==> src/rtl/aftab_dawu_pkg.sv <==
// Shared definitions for the store-side byte serialiser: state encoding,
// size codes and the size-to-last-byte-index mapping.
package aftab_dawu_pkg;

    typedef enum logic [1:0] {
        ST_IDLE  = 2'b00,
        ST_WRITE = 2'b01,
        ST_DONE  = 2'b10,
        ST_EXC   = 2'b11
    } dawu_state_e;

    localparam logic [1:0] SZ_BYTE = 2'b00;
    localparam logic [1:0] SZ_HALF = 2'b01;
    localparam logic [1:0] SZ_WORD = 2'b11;

    function automatic logic [1:0] last_idx(input logic [1:0] sz);
        logic [1:0] idx;
        case (sz)
            SZ_BYTE: idx = 2'd0;
            SZ_HALF: idx = 2'd1;
            default: idx = 2'd3;
        endcase
        return idx;
    endfunction

endpackage

==> src/rtl/aftab_dawu_controller.sv <==
// Sequencing FSM for the store unit: accepts a request, steps the byte
// counter on each memReady, and signals completion or rejection.
//   state | meaning
//   IDLE  | waiting for startDAWU
//   WRITE | presenting byte [counter], waiting for memReady
//   DONE  | one-cycle completion pulse
//   EXC   | one-cycle completion + exception pulse, no writes issued
module aftab_dawu_controller
    import aftab_dawu_pkg::*;
#(
    parameter bit CHECK_ALIGN = 1'b1
) (
    input  logic       clk,
    input  logic       rst,
    input  logic       startDAWU,
    input  logic [1:0] nBytes,
    input  logic [1:0] addrLow,
    input  logic [1:0] sizeLatched,
    input  logic [1:0] cnt,
    input  logic       memReady,
    output logic       ldRegs,
    output logic       zeroCnt,
    output logic       incCnt,
    output logic       writeMem,
    output logic       completeDAWU,
    output logic       dawuExc
);

    dawu_state_e state_q, state_d;
    logic        reject;

    always_ff @(posedge clk or posedge rst) begin
        if (rst) state_q <= ST_IDLE;
        else     state_q <= state_d;
    end

    // Rejection is decided from the raw request so no write cycle is ever spent on it
    always_comb begin
        reject = (nBytes == 2'b10);
        if (CHECK_ALIGN) begin
            if (nBytes == SZ_HALF && addrLow[0])       reject = 1'b1;
            if (nBytes == SZ_WORD && addrLow != 2'b00) reject = 1'b1;
        end
    end

    always_comb begin
        state_d      = state_q;
        ldRegs       = 1'b0;
        zeroCnt      = 1'b0;
        incCnt       = 1'b0;
        writeMem     = 1'b0;
        completeDAWU = 1'b0;
        dawuExc      = 1'b0;
        case (state_q)
            ST_IDLE: begin
                if (startDAWU) begin
                    ldRegs  = 1'b1;
                    zeroCnt = 1'b1;
                    state_d = reject ? ST_EXC : ST_WRITE;
                end
            end
            ST_WRITE: begin
                writeMem = 1'b1;
                if (memReady) begin
                    if (cnt == last_idx(sizeLatched)) state_d = ST_DONE;
                    else                               incCnt  = 1'b1;
                end
            end
            ST_DONE: begin
                completeDAWU = 1'b1;
                state_d      = ST_IDLE;
            end
            default: begin
                completeDAWU = 1'b1;
                dawuExc      = 1'b1;
                state_d      = ST_IDLE;
            end
        endcase
    end

endmodule

==> src/rtl/aftab_dawu.sv <==
// Data Adjustment Write Unit: serialises byte/half/word stores into
// byte-wide memory writes, least-significant byte first.
module aftab_dawu
    import aftab_dawu_pkg::*;
#(
    parameter int ADDR_W      = 32,
    parameter bit CHECK_ALIGN = 1'b1
) (
    input  logic              clk,
    input  logic              rst,
    input  logic              startDAWU,
    input  logic [ADDR_W-1:0] addrIn,
    input  logic [31:0]       dataIn,
    input  logic [1:0]        nBytes,
    input  logic              memReady,
    output logic [ADDR_W-1:0] addrOut,
    output logic [7:0]        dataOut,
    output logic              writeMem,
    output logic              completeDAWU,
    output logic              dawuExc
);

    logic [ADDR_W-1:0] base_q, base_d;
    logic [31:0]       data_q, data_d;
    logic [1:0]        size_q, size_d;
    logic [1:0]        cnt_q, cnt_d;
    logic              ld_regs, zero_cnt, inc_cnt;

    aftab_dawu_controller #(.CHECK_ALIGN(CHECK_ALIGN)) u_ctrl (
        .clk          (clk),
        .rst          (rst),
        .startDAWU    (startDAWU),
        .nBytes       (nBytes),
        .addrLow      (addrIn[1:0]),
        .sizeLatched  (size_q),
        .cnt          (cnt_q),
        .memReady     (memReady),
        .ldRegs       (ld_regs),
        .zeroCnt      (zero_cnt),
        .incCnt       (inc_cnt),
        .writeMem     (writeMem),
        .completeDAWU (completeDAWU),
        .dawuExc      (dawuExc)
    );

    always_comb begin
        base_d = base_q;
        data_d = data_q;
        size_d = size_q;
        cnt_d  = cnt_q;
        if (ld_regs) begin
            base_d = addrIn;
            data_d = dataIn;
            size_d = nBytes;
        end
        if (zero_cnt)     cnt_d = 2'd0;
        else if (inc_cnt) cnt_d = cnt_q + 2'd1;
    end

    always_ff @(posedge clk or posedge rst) begin
        if (rst) begin
            base_q <= '0;
            data_q <= '0;
            size_q <= '0;
            cnt_q  <= '0;
        end else begin
            base_q <= base_d;
            data_q <= data_d;
            size_q <= size_d;
            cnt_q  <= cnt_d;
        end
    end

    // Address wraps modulo 2^ADDR_W; only reachable with alignment checks off
    assign addrOut = base_q + ADDR_W'(cnt_q);
    assign dataOut = data_q[{cnt_q, 3'b000} +: 8];

endmodule
==> config.mk <==
export PLATFORM = sky130hd
export DESIGN_NAME = aftab_dawu
export DESIGN_NICKNAME = d
export VERILOG_FILES = /design/src/rtl/aftab_dawu_pkg.sv /design/src/rtl/aftab_dawu_controller.sv /design/src/rtl/aftab_dawu.sv
export SDC_FILE = /design/constraint.sdc
export NUM_CORES = 1
export LEC_CHECK = 0
export CAP_MARGIN = 20
export CORE_AREA = 2 2 90 92
export DETAILED_ROUTE_END_ITERATION = 7
export DIE_AREA = 0 0 92 94
export PLACE_DENSITY = 0.8
export SLEW_MARGIN = 20
export SYNTH_ARGS = -nofsm -noshare
export SYNTH_HDL_FRONTEND = slang
export SYNTH_HIERARCHICAL = 1
export SYNTH_SLANG_ARGS = --single-unit
==> constraint.sdc <==
create_clock -name clk -period 2.76 [get_ports clk]
set_clock_uncertainty 0.1 [all_clocks]
set_input_delay 0.552 -clock clk [delete_from_list [all_inputs] [get_ports clk]]
set_output_delay 0.552 -clock clk [all_outputs]
set_load 0.005 [all_outputs]
# Yosys cells after proc, flatten, opt, wreduce, memory -nomap -nowiden
# Cells that the tools add are included.
totals:
  mem_count: 0
  output_inout_bits: 43
  romBits: 0
  in_bits: 70
  latch_bits: 0
  mem_bits_rw: 0
  regBits: 70
op_classes:
  order_cmp: 0
  n_eq_ne: 10
  n_addsub: 2
  n_mux: 20
  shifts: 1
  n_mul: 0
  n_reduce_logical: 9
  bitwise_logic: 0
  div_mod_pow: 0
ops:
  columns: ["operator", "count"]
  rows:
  - ["32-bit by 2-bit adder with 32-bit output", 1]
  - ["32-bit by 6-bit indexed part select with 8-bit output", 1]
  - ["2-bit two-way mux", 8]
  - ["1-bit two-way mux", 10]
  - ["2-bit case mux with 2 select lines", 2]
  - ["2-bit by 1-bit == test with 1-bit output (second input constant)", 3]
  - ["2-bit == test (second input constant)", 3]
  - ["2-bit zero test", 2]
  - ["2-bit inequality test (second input constant)", 2]
  - ["2-bit nonzero test", 2]
  - ["3-bit AND reduction", 1]
  - ["3-bit OR reduction", 1]
  - ["2-bit by 1-bit adder with 2-bit output (second input constant)", 1]
  - ["2-bit == test", 1]
  - ["1-bit logical AND", 2]
  - ["2-bit by 1-bit inequality test with 1-bit output (second input constant)", 1]
  - ["2-bit OR reduction", 1]

# Depth between registers and ports, before layout
depth:
  ltp_word: 10
  ltp_mapped: 8
  mapped_depth_nobuf: 6

# Cells and area by module
# The synthesis kept the hierarchy.
by_module_without_submodules:
  columns: ["module", "cells_each", "seq_area_each_um2", "area_per_inst_um2", "n_inst"]
  rows:
  - ["aftab_dawu", 258, 1701.6, 3382.0, 1]
  - ["aftab_dawu_controller", 22, 50.0, 165.2, 1]

# Worst setup path before layout
# No wires, ideal clock.
synth_path:
  kind: "flip-flop to output port"
  start: "register cnt_q[1]"
  end: "output port addrOut[30]"
  t_arrival_ps: 1891
  n_path_buf: 2
  slack_ps: 217
  path_stages_with_launch: 8
  path_cell_list: "dfrtp_1 -> buf_2 -> inv_1 -> fa_1 -> nor2_1 -> buf_2 -> nand4_1 -> xnor2_1"
synth_between:
  elab_chain_len: 1
synth_lines:
  columns: ["element", "line_no", "rtl"]
  rows:
  - ["start: declaration", "aftab_dawu.sv:26", "logic [1:0] cnt_q, cnt_d;"]
  - ["start signal: assignment", "aftab_dawu.sv:70", "cnt_q <= cnt_d;"]
  - ["32-bit by 2-bit adder with 32-bit output", "aftab_dawu.sv:75", "assign addrOut = base_q + ADDR_W'(cnt_q);"]
  - ["end: declaration", "aftab_dawu.sv:16", "output logic [ADDR_W-1:0] addrOut,"]
# No other way between the ends.

# Worst setup path in the final report
layout_path:
  start: "register base_q[0]"
  end: "output port addrOut[26]"
layout_between:
  elab_chain_len: 1
layout_lines:
  columns: ["element", "line_no", "rtl"]
  rows:
  - ["start: declaration", "aftab_dawu.sv:23", "logic [ADDR_W-1:0] base_q, base_d;"]
  - ["start signal: assignment", "aftab_dawu.sv:67", "base_q <= base_d;"]
  - ["32-bit by 2-bit adder with 32-bit output", "aftab_dawu.sv:75", null]
# No other way between the ends.

==> results.ini <==
[run_status]
outcome = complete, but fails checks
violations = negative setup slack

[clock_tree]
path_clk_slew_ps = 70
cts_tree = built
clockBufferDepth = 2
clkLatencyLatePin_ps = 330
postCtsHoldBufs = 0
clock_sinks = 70
cts_buffers = 9
htreeDepth = 3
root_buffer = clkbuf_8

[yosys]
ys.flop_type = dfrtp_1
synth_edf_count = 0
yosysTopAreaCell = dfrtp_1
seq_area_frac_synth = 0.494
synth_area_leaders = dfrtp_1, mux2_2, xnor2_1
ys_warn_count = 6
synth_fp_nets = 353
syn_area_sq_um = 3550
yosys.area.top_type_share = 0.494
ys_types = 33
ys_seq_elements = 70
async_flop_share = 1.00
syn_area_per_cell_sq_um = 12.7
syn_inst = 280

[global_route]
track_usage = 0.201
antenna_found_initial = 0
grt_max_degree = 55
grt_pass1_wl_um = 13600
gr-total-overflow = 0
first_global_vias = 2834

[routing]
drt-initial-drc-count = 90
drt-total-wl_um = 8490
dr.pass1.iters = 4
vias_per_cell = 5.24
wl_per_cell_um = 16.2
ant_nets = 0
num_vias = 2744
drc = 0

[sta]
grt_setup_unrepaired = true
max_freq_mhz = 352
worstMarginPinSlew_ps = 446
finalMaxSlewViolations = 0
fin_hold_ws_ps = 317
setup_tns_ps = -309
timing.final.crit_period_ps = 2840
finalSetupViolCount = 7
slew_headroom = 0.700
finalHoldViolations = 0
setup_ws_ps = -82.1
period_share = 1.03

[critical_path]
r2r_slack_ps = 970
cpMaxStageDelayCell = dfrtp_1
cp.arrival_ps = 2190
slowest_delay_ps = 370
cp_cell_sequence = ha_2 -> inv_2 -> fa_2 -> buf_6 -> nor2_4 -> buf_6 -> buf_6 -> nand4_1 -> xnor2_1 -> buf_2
end_kind = output port
startpoint = base_q[0]$_DFFE_PP0P_
r2r_start = u_ctrl/state_q[1]$_DFFE_PP0P_
cp-start-kind = flop
crit_required_ps = 2110
criticalPathCategory = reg2out
crit_top_cell = buf_6
critPathMaxFanout = 5

[die]
start_util = 0.466
fp.dieH_um = 94
die_w_um = 92
coreArea_sq_um = 7610
ioPinCount = 113
dieArea_sq_um = 8650
num_rows = 32

[layout]
insertedDiodeCount = 0
area_growth_pct = 45.7
nets = 492
drive_gt1_frac = 0.396
final_core_util = 0.679

[placed_design]
post-place-ws_ps = -15.3
io_buffers = 112
place_hpwl_um = 5820
place_congestion = 0.745

[power]
p_per_area_nw_per_um2 = 1020
p_leak_uw = 0.00213
max-vdd-ir-drop_mv = 0.432

[worst_hold_path]
worstHoldPathType = in2async

[flow_run]
cap_violations = 0

-- layout by cell type, fill, tap and decap left out, drive strengths merged --
cell type	n
mux2	63
buf	50
clkbuf	14
and4	3
clkdlybuf4s50	82
dlygate4sd2	5
a21oi	1
nor4b	1
dlymetal6s2s	2
and2	4
xor2	7
nor2	8
clkinv	2
o21ai	4
xnor2	26
and3	6
nand4	15
nor2b	2
ha	2
clkinvlp	2
mux4	8
dfrtp	70
nand2	12
o22ai	1
inv	9
a22oi	1
nor3	2
o31a	1
nand3	12
nand2b	2
fa	1
nor4	3
or2	1
-- cell usage after synthesis, types with 7 or more instances --
cell type	count
nor2_1	8
dfrtp_1	70
xor2_1	7
nand4_1	14
clkbuf_1	7
nand2_1	12
mux2_2	63
inv_1	9
mux4_2	8
nand3_1	11
xnor2_1	26
-- power breakdown --
group          internal, uW  switching, uW  leakage, uW
clock                   337            364    0.0000800
combinational          1610            975      0.00123
sequential             1560            425     0.000826
total                  3500           1760      0.00213
-- final cells by class --
class	instances	area [sq um]
Timing Repair Buffer	143	1310
Tap cell	102	128
Clock buffer	10	138
Fill cell	589	2440
Multi-Input combinational cell	186	1780
Sequential cell	70	1750
Inverter	9	33.8
Clock inverter	4	25.0
-- state kept, by name, indices dropped and copies added (netlist names) --
signal,flops
base_q,32
data_q,32
cnt_q,2
size_q,2
u_ctrl/state_q,2
-- path summary, 6_finish.rpt --
kind / to / depth (start not counted)
setup / recovery: addrOut[26] / 10
hold / removal: u_ctrl/state_q[0]$_DFFE_PP0P_ / 2
setup reg to reg: data_q[28]$_DFFE_PP0P_ / 5
hold reg to reg: data_q[12]$_DFFE_PP0P_ / 1
max in group asynchronous: base_q[2]$_DFFE_PP0P_ / 3
min in group clk: data_q[12]$_DFFE_PP0P_ / 1
-- per-stage QoR --
step           instance area, sq um  total power (uW)  std cells
3_5_place_dp                   4860              4610        492
3_3_place_gp                   4860              4510        492
4_1_cts                        5130              5240        519
5_1_grt                        5170              5620        524
2_1_floorplan                  3550              3320        280
6_report                       5170              5260        524
-- layer usage --
layer / global-route usage / part of all wire
met4: 0.0448 / 0.0058
met2: 0.352 / 0.49
met3: 0.0634 / 0.071
met5: 0 / 0
met1: 0.244 / 0.43
-- critical path, delay by kind of cell, from the launching register on --
kind                     cells  cell delay [ps]
flip-flops                   1              370
adder cells (fa/ha/maj)      2              550
AND/OR/NAND/NOR              2              200
XOR/XNOR                     1              190
buffers and inverters        5              550
-- cell families after synthesis --
kind of cell,Yosys count,synth area share
AOI/OAI and AO/OA,8,0.0134
xor gates and xnor gates,33,0.0815
adders and majority gates,3,0.0127
buffers and inverters,24,0.0296
DFF,70,0.494
muxes,71,0.251
and+or+nand+nor,71,0.118
-- what timing repair did --
| item | in CTS | in global routing |
|---|---|---|
| pin swaps | 23 | 20 |
| setup endpoints to repair | 30 | 25 |
| resized for setup | 88 | 41 |
| buffers inserted | 12 | 8 |
| cloned | 1 | 0 |
No activity file was read; power rests on OpenSTA's default activity.
